### config.mk
export PLATFORM = sky130hd
export DESIGN_NAME = thermo_expander
export DESIGN_NICKNAME = d
export VERILOG_FILES = /design/src/rtl/thermo_pkg.sv /design/src/rtl/thermo_expander_shreg.sv /design/src/rtl/thermo_expander.sv
export SDC_FILE = /design/constraint.sdc
export NUM_CORES = 1
export LEC_CHECK = 0
export CAP_MARGIN = 20
export CORE_AREA = 4 4 46 48
export CTS_CLUSTER_SIZE = 14
export DETAILED_ROUTE_END_ITERATION = 10
export DIE_AREA = 0 0 50 52
export PLACE_DENSITY = 0.75
export SYNTH_ARGS = -nofsm -noshare
export SYNTH_HDL_FRONTEND = slang
export SYNTH_HIERARCHICAL = 1
export SYNTH_SLANG_ARGS = --single-unit
### constraint.sdc
create_clock -name clk -period 2.2 [get_ports clk]
set_input_delay 0.44 -clock clk [delete_from_list [all_inputs] [get_ports clk]]
set_output_delay 0.44 -clock clk [all_outputs]
set_load 0.01 [all_outputs]
### src/rtl/thermo_pkg.sv
// Shared definitions for the thermometer-code expander.
//   FRAME_W_DEF : default frame width
//   THERM_MAX_W : widest word therm() can build
//   state_t     : expander FSM states
//   therm()     : thermometer word with the low `count` bits set
package thermo_pkg;

    localparam int FRAME_W_DEF = 4;
    localparam int THERM_MAX_W = 32;

    typedef enum logic [1:0] {
        IDLE = 2'd0,
        SEND = 2'd1,
        DONE = 2'd2
    } state_t;

    // Callers truncate the result to their frame width.
    function automatic logic [THERM_MAX_W-1:0] therm(input int unsigned count);
        logic [THERM_MAX_W-1:0] w;
        if (count >= THERM_MAX_W)
            w = '1;
        else
            w = (THERM_MAX_W'(1) << count) - THERM_MAX_W'(1);
        return w;
    endfunction

endpackage

### src/rtl/thermo_expander_shreg.sv
// Loadable shift register that serialises a thermometer word LSB first.
// It keeps a shadow copy of the loaded word and publishes it on capture.
//   clk, rst  : clock, async active-high reset
//   load      : load load_val into the shift register and the shadow copy
//   shift     : shift the register right by one bit
//   capture   : copy the shadow word to frame_out
//   load_val  : word to load
//   ser_bit   : current LSB of the shift register
//   frame_out : last captured word, held until the next capture
module therm_shreg
    import thermo_pkg::*;
#(
    parameter int FRAME_W = FRAME_W_DEF
) (
    input  logic               clk,
    input  logic               rst,
    input  logic               load,
    input  logic               shift,
    input  logic               capture,
    input  logic [FRAME_W-1:0] load_val,
    output logic               ser_bit,
    output logic [FRAME_W-1:0] frame_out
);

    logic [FRAME_W-1:0] shreg_q, shreg_d;
    logic [FRAME_W-1:0] shadow_q, shadow_d;
    logic [FRAME_W-1:0] frame_q, frame_d;

    always_comb begin
        shreg_d  = shreg_q;
        shadow_d = shadow_q;
        frame_d  = frame_q;
        if (load) begin
            shreg_d  = load_val;
            shadow_d = load_val;
        end else if (shift) begin
            shreg_d = shreg_q >> 1;
        end
        // The shadow still holds the current frame here: a new load can
        // only happen after the frame has been captured.
        if (capture)
            frame_d = shadow_q;
    end

    always_ff @(posedge clk or posedge rst) begin
        if (rst) begin
            shreg_q  <= '0;
            shadow_q <= '0;
            frame_q  <= '0;
        end else begin
            shreg_q  <= shreg_d;
            shadow_q <= shadow_d;
            frame_q  <= frame_d;
        end
    end

    assign ser_bit   = shreg_q[0];
    assign frame_out = frame_q;

endmodule

### src/rtl/thermo_expander.sv
// Rebuilds a thermometer word from a population count, sends it serially
// LSB first and then presents it in parallel for one cycle.
//   clk, rst    : clock, async active-high reset
//   in_valid    : in_count is valid
//   in_ready    : a count can be accepted this cycle (state only)
//   in_count    : number of ones requested
//   ser_out     : serial bit, ser_valid qualifies it, ser_last marks the end
//   frame_out   : parallel thermometer word, qualified by frame_valid
//   err         : one-cycle strobe, requested count exceeded FRAME_W
//
// state | meaning
// ------+---------------------------------------------------------------
// IDLE  | waiting for a count
// SEND  | shifting the frame out, one bit per cycle
// DONE  | frame_out valid for one cycle; may accept the next count
module thermo_expander
    import thermo_pkg::*;
#(
    parameter int FRAME_W = FRAME_W_DEF,
    parameter int CNT_W   = $clog2(FRAME_W + 1)
) (
    input  logic               clk,
    input  logic               rst,
    input  logic               in_valid,
    output logic               in_ready,
    input  logic [CNT_W-1:0]   in_count,
    output logic               ser_out,
    output logic               ser_valid,
    output logic               ser_last,
    output logic [FRAME_W-1:0] frame_out,
    output logic               frame_valid,
    output logic               err
);

    localparam logic [CNT_W-1:0] LAST_IDX = CNT_W'(FRAME_W - 1);
    localparam logic [CNT_W-1:0] MAX_CNT  = CNT_W'(FRAME_W);

    state_t             state_q, state_d;
    logic [CNT_W-1:0]   idx_q, idx_d;
    logic               err_q, err_d;
    logic               accept;
    logic               load;
    logic               capture;
    logic               ser_bit;
    logic [FRAME_W-1:0] load_val;

    assign load_val = FRAME_W'(therm(32'(in_count)));

    always_comb begin
        state_d     = state_q;
        idx_d       = idx_q;
        err_d       = 1'b0;
        load        = 1'b0;
        capture     = 1'b0;
        in_ready    = (state_q != SEND);
        ser_valid   = (state_q == SEND);
        ser_last    = (state_q == SEND) && (idx_q == LAST_IDX);
        frame_valid = (state_q == DONE);
        accept      = in_valid & in_ready;

        case (state_q)
            IDLE, DONE: begin
                state_d = IDLE;
                if (accept) begin
                    if (in_count <= MAX_CNT) begin
                        state_d = SEND;
                        idx_d   = '0;
                        load    = 1'b1;
                    end else begin
                        err_d = 1'b1;
                    end
                end
            end
            SEND: begin
                idx_d = idx_q + CNT_W'(1);
                if (ser_last) begin
                    state_d = DONE;
                    capture = 1'b1;
                end
            end
            default: state_d = IDLE;
        endcase
    end

    always_ff @(posedge clk or posedge rst) begin
        if (rst) begin
            state_q <= IDLE;
            idx_q   <= '0;
            err_q   <= 1'b0;
        end else begin
            state_q <= state_d;
            idx_q   <= idx_d;
            err_q   <= err_d;
        end
    end

    // Shift register contents are stale outside SEND, so gate the bit.
    assign ser_out = ser_valid & ser_bit;
    assign err     = err_q;

    therm_shreg #(
        .FRAME_W (FRAME_W)
    ) u_shreg (
        .clk       (clk),
        .rst       (rst),
        .load      (load),
        .shift     (ser_valid),
        .capture   (capture),
        .load_val  (load_val),
        .ser_bit   (ser_bit),
        .frame_out (frame_out)
    );

endmodule

Yosys cells after proc, flatten, opt, wreduce, memory -nomap -nowiden

Index checks and enable logic that the tools add are counted.

Register bits after elaboration: 18
Bits in latches: 0
Memory bits (writable): 0
Bits in read-only memories: 0
Input port bits: 6
Output and inout bits: 10
Logic and storage cells: 42
Memories: 0

$add $sub $neg: 2
Multiply operators: 0
Div/mod/pow operators: 0
$lt $le $gt $ge: 1
Eq/ne operators: 7
Shift-type cells: 1
Mux-type cells: 17
Bitwise logic cells: 2
Reduce and logical (&&, ||, !) cells: 6

Operators by type and width:

| cell                                                  | count |
|---|---|
| 2-to-1 mux 1 bit                                      | 10 |
| 2-to-1 mux 4 bit                                      | 2 |
| 2-to-1 mux 3 bit                                      | 2 |
| one-hot mux 3 bit (2 select lines)                    | 1 |
| inequality test 2 x 1 -> 1 bit, second input constant | 2 |
| inequality test 2 bit, second input constant          | 2 |
| one-hot mux 2 bit (2 select lines)                    | 1 |
| nonzero test 2 bit                                    | 2 |
| left shift 1 x 3 -> 4 bit, first input constant       | 1 |
| subtractor 4 x 2 -> 4 bit, second input constant      | 1 |
| adder 3 x 1 -> 3 bit, second input constant           | 1 |
| equality test 3 x 2 -> 1 bit, second input constant   | 1 |
| <= comparator 3 bit, second input constant            | 1 |
| AND reduction 3 bit                                   | 1 |
| AND 1 bit                                             | 2 |
| equality test 2 x 1 -> 1 bit, second input constant   | 1 |
| equality test 2 bit, second input constant            | 1 |
| logical NOT 2 bit                                     | 1 |
| 2-to-1 mux 2 bit                                      | 1 |
| OR reduction 2 bit                                    | 1 |
| logical AND 1 bit                                     | 1 |

Logic depth before layout (Yosys ltp)

Depth after elaboration: 5
Mapped depth: 6
Mapped depth without buffers: 6

Cells and area by module

Netlist, hierarchy kept.

Modules (own cells, without submodules):

| module          | instances | cells an instance | area each (µm²) | seq. area each (µm²) |
|---|---|---|---|---|
| therm_shreg     | 1         | 38                | 460.4           | 300.3 |
| thermo_expander | 1         | 36                | 361.6           | 150.1 |

Least setup slack after synthesis

No wires, ideal clock.

Kind: register to register
Start point: reg state_q[1]
End point: reg u_shreg.frame_q[0] (netlist: u_shreg/frame_out[0])
Library setup time: 125 ps
Arrival: 1,313 ps
Data required time: 2,075 ps
Path slack: 762 ps
Cell stages (with the launch flop): 4
Buffers on the path: 0
Period minus slack after synthesis: 1,438 ps
Path through: dfrtp_1 and2b_4 and2_1 mux2_2

Cells in the longest elaborated chain, start to end: 4

RTL lines:

| what                         | RTL line                    | source |
|---|---|---|
| from (decl)                  | thermo_expander.sv:38       | `state_t state_q, state_d;` |
| from (signal assigned)       | thermo_expander.sv:91       | `state_q <= state_d;` |
| equality test 2 x 1 -> 1 bit | n/a                         |  |
| via ser_valid                | thermo_expander.sv:28       | `output logic ser_valid,` |
| logical AND 1 bit            | thermo_expander.sv:57       | `ser_last = (state_q == SEND) && (idx_q == LAST_IDX);` |
| via ser_last                 | thermo_expander.sv:29       | `output logic ser_last,` |
| 2-to-1 mux 1 bit             | thermo_expander.sv:76       | `if (ser_last) begin` |
| 2-to-1 mux 1 bit             | thermo_expander.sv:61       | `case (state_q)` |
| to (signal assigned)         | thermo_expander_shreg.sv:53 | `frame_q <= frame_d;` |
| to (decl)                    | thermo_expander_shreg.sv:27 | `logic [FRAME_W-1:0] frame_q, frame_d;` |

The timed path passes the listed nets, and every way through them passes these cells.
A chain may end at the register's enable or synchronous reset.

Worst setup path after layout

Start point: reg state_q[0]
End point: out in_ready

Cells in the longest elaborated chain, start to end: 1

RTL lines:

| what                           | RTL line              | source |
|---|---|---|
| inequality test 2 x 1 -> 1 bit | thermo_expander.sv:55 | `in_ready = (state_q != SEND);` |
| to (decl)                      | thermo_expander.sv:25 | `output logic in_ready,` |

No other way between the ends.

==> key figures <==
Floorplan
  – DIE HEIGHT: around 52 µm
  – DIE AREA: 0.00260 mm²
  – Chip width: ~50 µm
  – Core ar.: between 0.0015 and 0.002 mm²
  – Std-Cell Rows: 15
  – I/O pin cnt: 16
  – Initial core utilization: between 40 and 50%

Pwr
  – Cell Pwr Density: between 1000 and 1500 mW/mm²
  – Worst vdd ir: ~0.00052 V
  – Total power: 1.40 mW
  – Pleak: 0.490 nW

Setup path
  – Flop-to-flop setup slack: between 700 and 800 ps
  – Crit path DAT: 1660 ps
  – Req. time, crit path: between 1500 and 2000 ps
  – Slowest CP cell: clkdlybuf4s50_1
  – R2R Path Start: idx_q[0]
  – Reg2reg path depth: 4
  – Crit path launch type: flop
  – CP Cell Sequence: and2b_4 -> buf_6 -> inv_4 -> clkdlybuf4s50_1
  – Critical path capture point type: output pin
  – Worst path max stage delay: ~540 ps
  – Reg-to-reg endpoint: u_shreg/frame_out[2]
  – Crit Path Category: reg2out
  – CP max FO: 9

STA
  – Final slew viol count: 0
  – Final setup TNS: 0 ps
  – Worst hold margin: 383 ps
  – Final setup violating endpoints: 0
  – RSZ-0062 raised after global routing: false
  – Tmin final: approximately 2100 ps
  – Final hold vios: 0
  – Worst-Margin Slew: ~460 ps
  – Clk_skew: 2.87 ps
  – Part of the cycle the worst path needs: 95.6%
  – Highest clock rate: 475 MHz
  – Worst slew margin: between 60 and 70%

Clock tree
  – TritonCTS Buffers: 3
  – H-tree levels: 1
  – CTS tree: yes
  – Clk sinks: 18
  – Clk root buf: clkbuf_4
  – Skew-Pair Late Insertion Delay: ~300 ps
  – Clock Tree Buf Depth: 2
  – Setup Fix Bufs, Post-CTS: 0
  – Clk slew on worst S/H paths: about 100 ps
  – Hold_buf cts: 0

Synthesis
  – Post-synthesis cell type count: 23
  – Area share of the largest cell type after synthesis: between 50% and 60%
  – Synth cell count leaders: dfrtp_1 (18), nand2_1 (9), inv_1 (8)
  – Post-synth net total: 83
  – Post-synth EDFFs: 0
  – Synthesized area: around 820 µm²
  – Avg Cell Area, Syn: ~11 µm²
  – Fraction of registers with async set/reset: 100%
  – Sequential share of the synthesized area: between 50% and 60%
  – Post-synth top flop: dfrtp_1
  – #FFs+latches synth: 18
  – Syn Inst Count: 74
  – Synth top area cells: dfrtp_1 (55%), mux2_2 (5.5%), ha_1 (4.6%), nand2_1 (4.1%), mux2i_1 (3.7%)
  – Synth area leader: dfrtp_1
  – Syn. warnings: 6
  – Top-count cell post-synth: dfrtp_1

Routing
  – Via count: 544
  – # DRC: 0
  – Via/cell ratio: ~4.6
  – Total Wirelength: 1460 µm
  – WL per Instance: approximately 12 µm
  – Drt initial violations: 3
  – Final ANT Viol Nets: 0
  – Router iterations before antenna repair: 2

Layout
  – Utilization after layout: about three fifths
  – Layout area overhead: 27.1%
  – Fin cells: approximately 120
  – Total Nets Final: roughly 100
  – Fraction of layout cells with a size suffix above 1: roughly 18%
  – Ant diodes: 0

Status
  – Run status: complete, no violations

Place
  – Gpl congestion: between 0.7 and 0.8
  – Port Buf Inserts: 15
  – Hpwl dp: around 1100 µm
  – Placed Cells: between 100 and 150

Job
  – # Max-Cap Violations: 0

Worst hold path
  – Hold crit path type: in2async

GRT
  – All-Layer GR Usage: 13.4%
  – Initial antenna violation count: 0
  – Pin count of the biggest net entering global routing: 17
  – GRT Residual Overflow: 0
  – Vias in the first global route: 587
  – Global-route wire length before repair: roughly 2600 µm
[kinds of logic after synthesis]
logic type	count (synthesis)	share of synthesized area [%]
xor+xnor	1	1.07
mux	7	9.13
fa+ha+maj	3	4.57
flops	18	54.8
compound gates	13	10.5
simple gates	21	14.5
buf+inv	11	5.48
[registers in the layout, summed over array words and instances, names as in the netlist]
name / count
err: 1
u_shreg/shreg_q: 4
u_shreg/frame_out: 4
u_shreg/shadow_q: 4
idx_q: 3
state_q: 2
[report_power, final]
| part | internal [mW] | switching [mW] | total, mW | leakage, nW |
|---|---|---|---|---|
| Combinational | 0.349 | 0.289 | 0.638 | 0.249 |
| Sequential | 0.478 | 0.0792 | 0.558 | 0.221 |
| Clock | 0.101 | 0.103 | 0.204 | 0.0210 |
| Total | 0.928 | 0.472 | 1.40 | 0.490 |
[worst max-delay path: cells and delay by family (launching register included)]
| family | cells | cell delay (ps) |
|---|---|---|
| buffers and inverters | 3 | 760 |
| flip-flops | 1 | 420 |
| AND/OR/NAND/NOR | 1 | 190 |
[what timing repair did]
action | CTS | global route
resized for setup | 3 | 1
endpoints found under the setup margin | 2 | 1
endpoints found under the hold margin | 0 | 0
[routing by layer]
layer  GRT usage (%)  vias up  wire length, µm
met5               0        -                0
met4            6.91        0               27
met3            2.87        2               41
met2            22.6       11              699
met1            16.0      254              691
li1                -      277                -
[layout make-up]
| type | count | area, µm² |
|---|---|---|
| clock buffer | 4 | 36.3 |
| fill | 145 | 663 |
| inverter | 9 | 36.3 |
| multi-input combinational | 45 | 328 |
| sequential | 18 | 450 |
| tap | 25 | 31.3 |
| timing repair buffer | 16 | 163 |
[through the flow]
step / cell area (µm²) / setup WS [ps]
global placement: 1000 / 187
global route: 1040 / 43.2
detailed placement: 1000 / 167
floorplan: 822 / 762
finish: 1040 / 96.4
CTS: 1040 / 3.38
[worst max path at each step]
| stage | from | to | slack (ps) | depth (start not counted) |
|---|---|---|---|---|
| after floorplan | state_q[1] | u_shreg/frame_out[0] | 760 | 3 |
| after global placement | in_count[2] | u_shreg/shadow_q[2] | 190 | 6 |
| after detailed placement | in_count[2] | u_shreg/shadow_q[2] | 170 | 6 |
| after CTS | state_q[1] | ser_out | 3 | 4 |
| after global routing | state_q[0] | in_ready | 40 | 4 |
| final | state_q[0] | in_ready | 100 | 4 |
[layout by cell type, fill, tap and decap left out, drive strengths merged]
master,count
o21bai,1
nor3b,2
and2b,1
and3b,1
dlygate4sd2,1
inv,9
nor2b,1
xor2,1
mux2,4
nand2,9
ha,3
clkdlybuf4s50,13
and2,3
buf,1
dlymetal6s2s,1
clkbuf,4
nor2,1
nand2b,2
or3,1
o22ai,1
dfrtp,18
o21ai,11
mux2i,3
No activity file was read; power rests on OpenSTA's default activity.
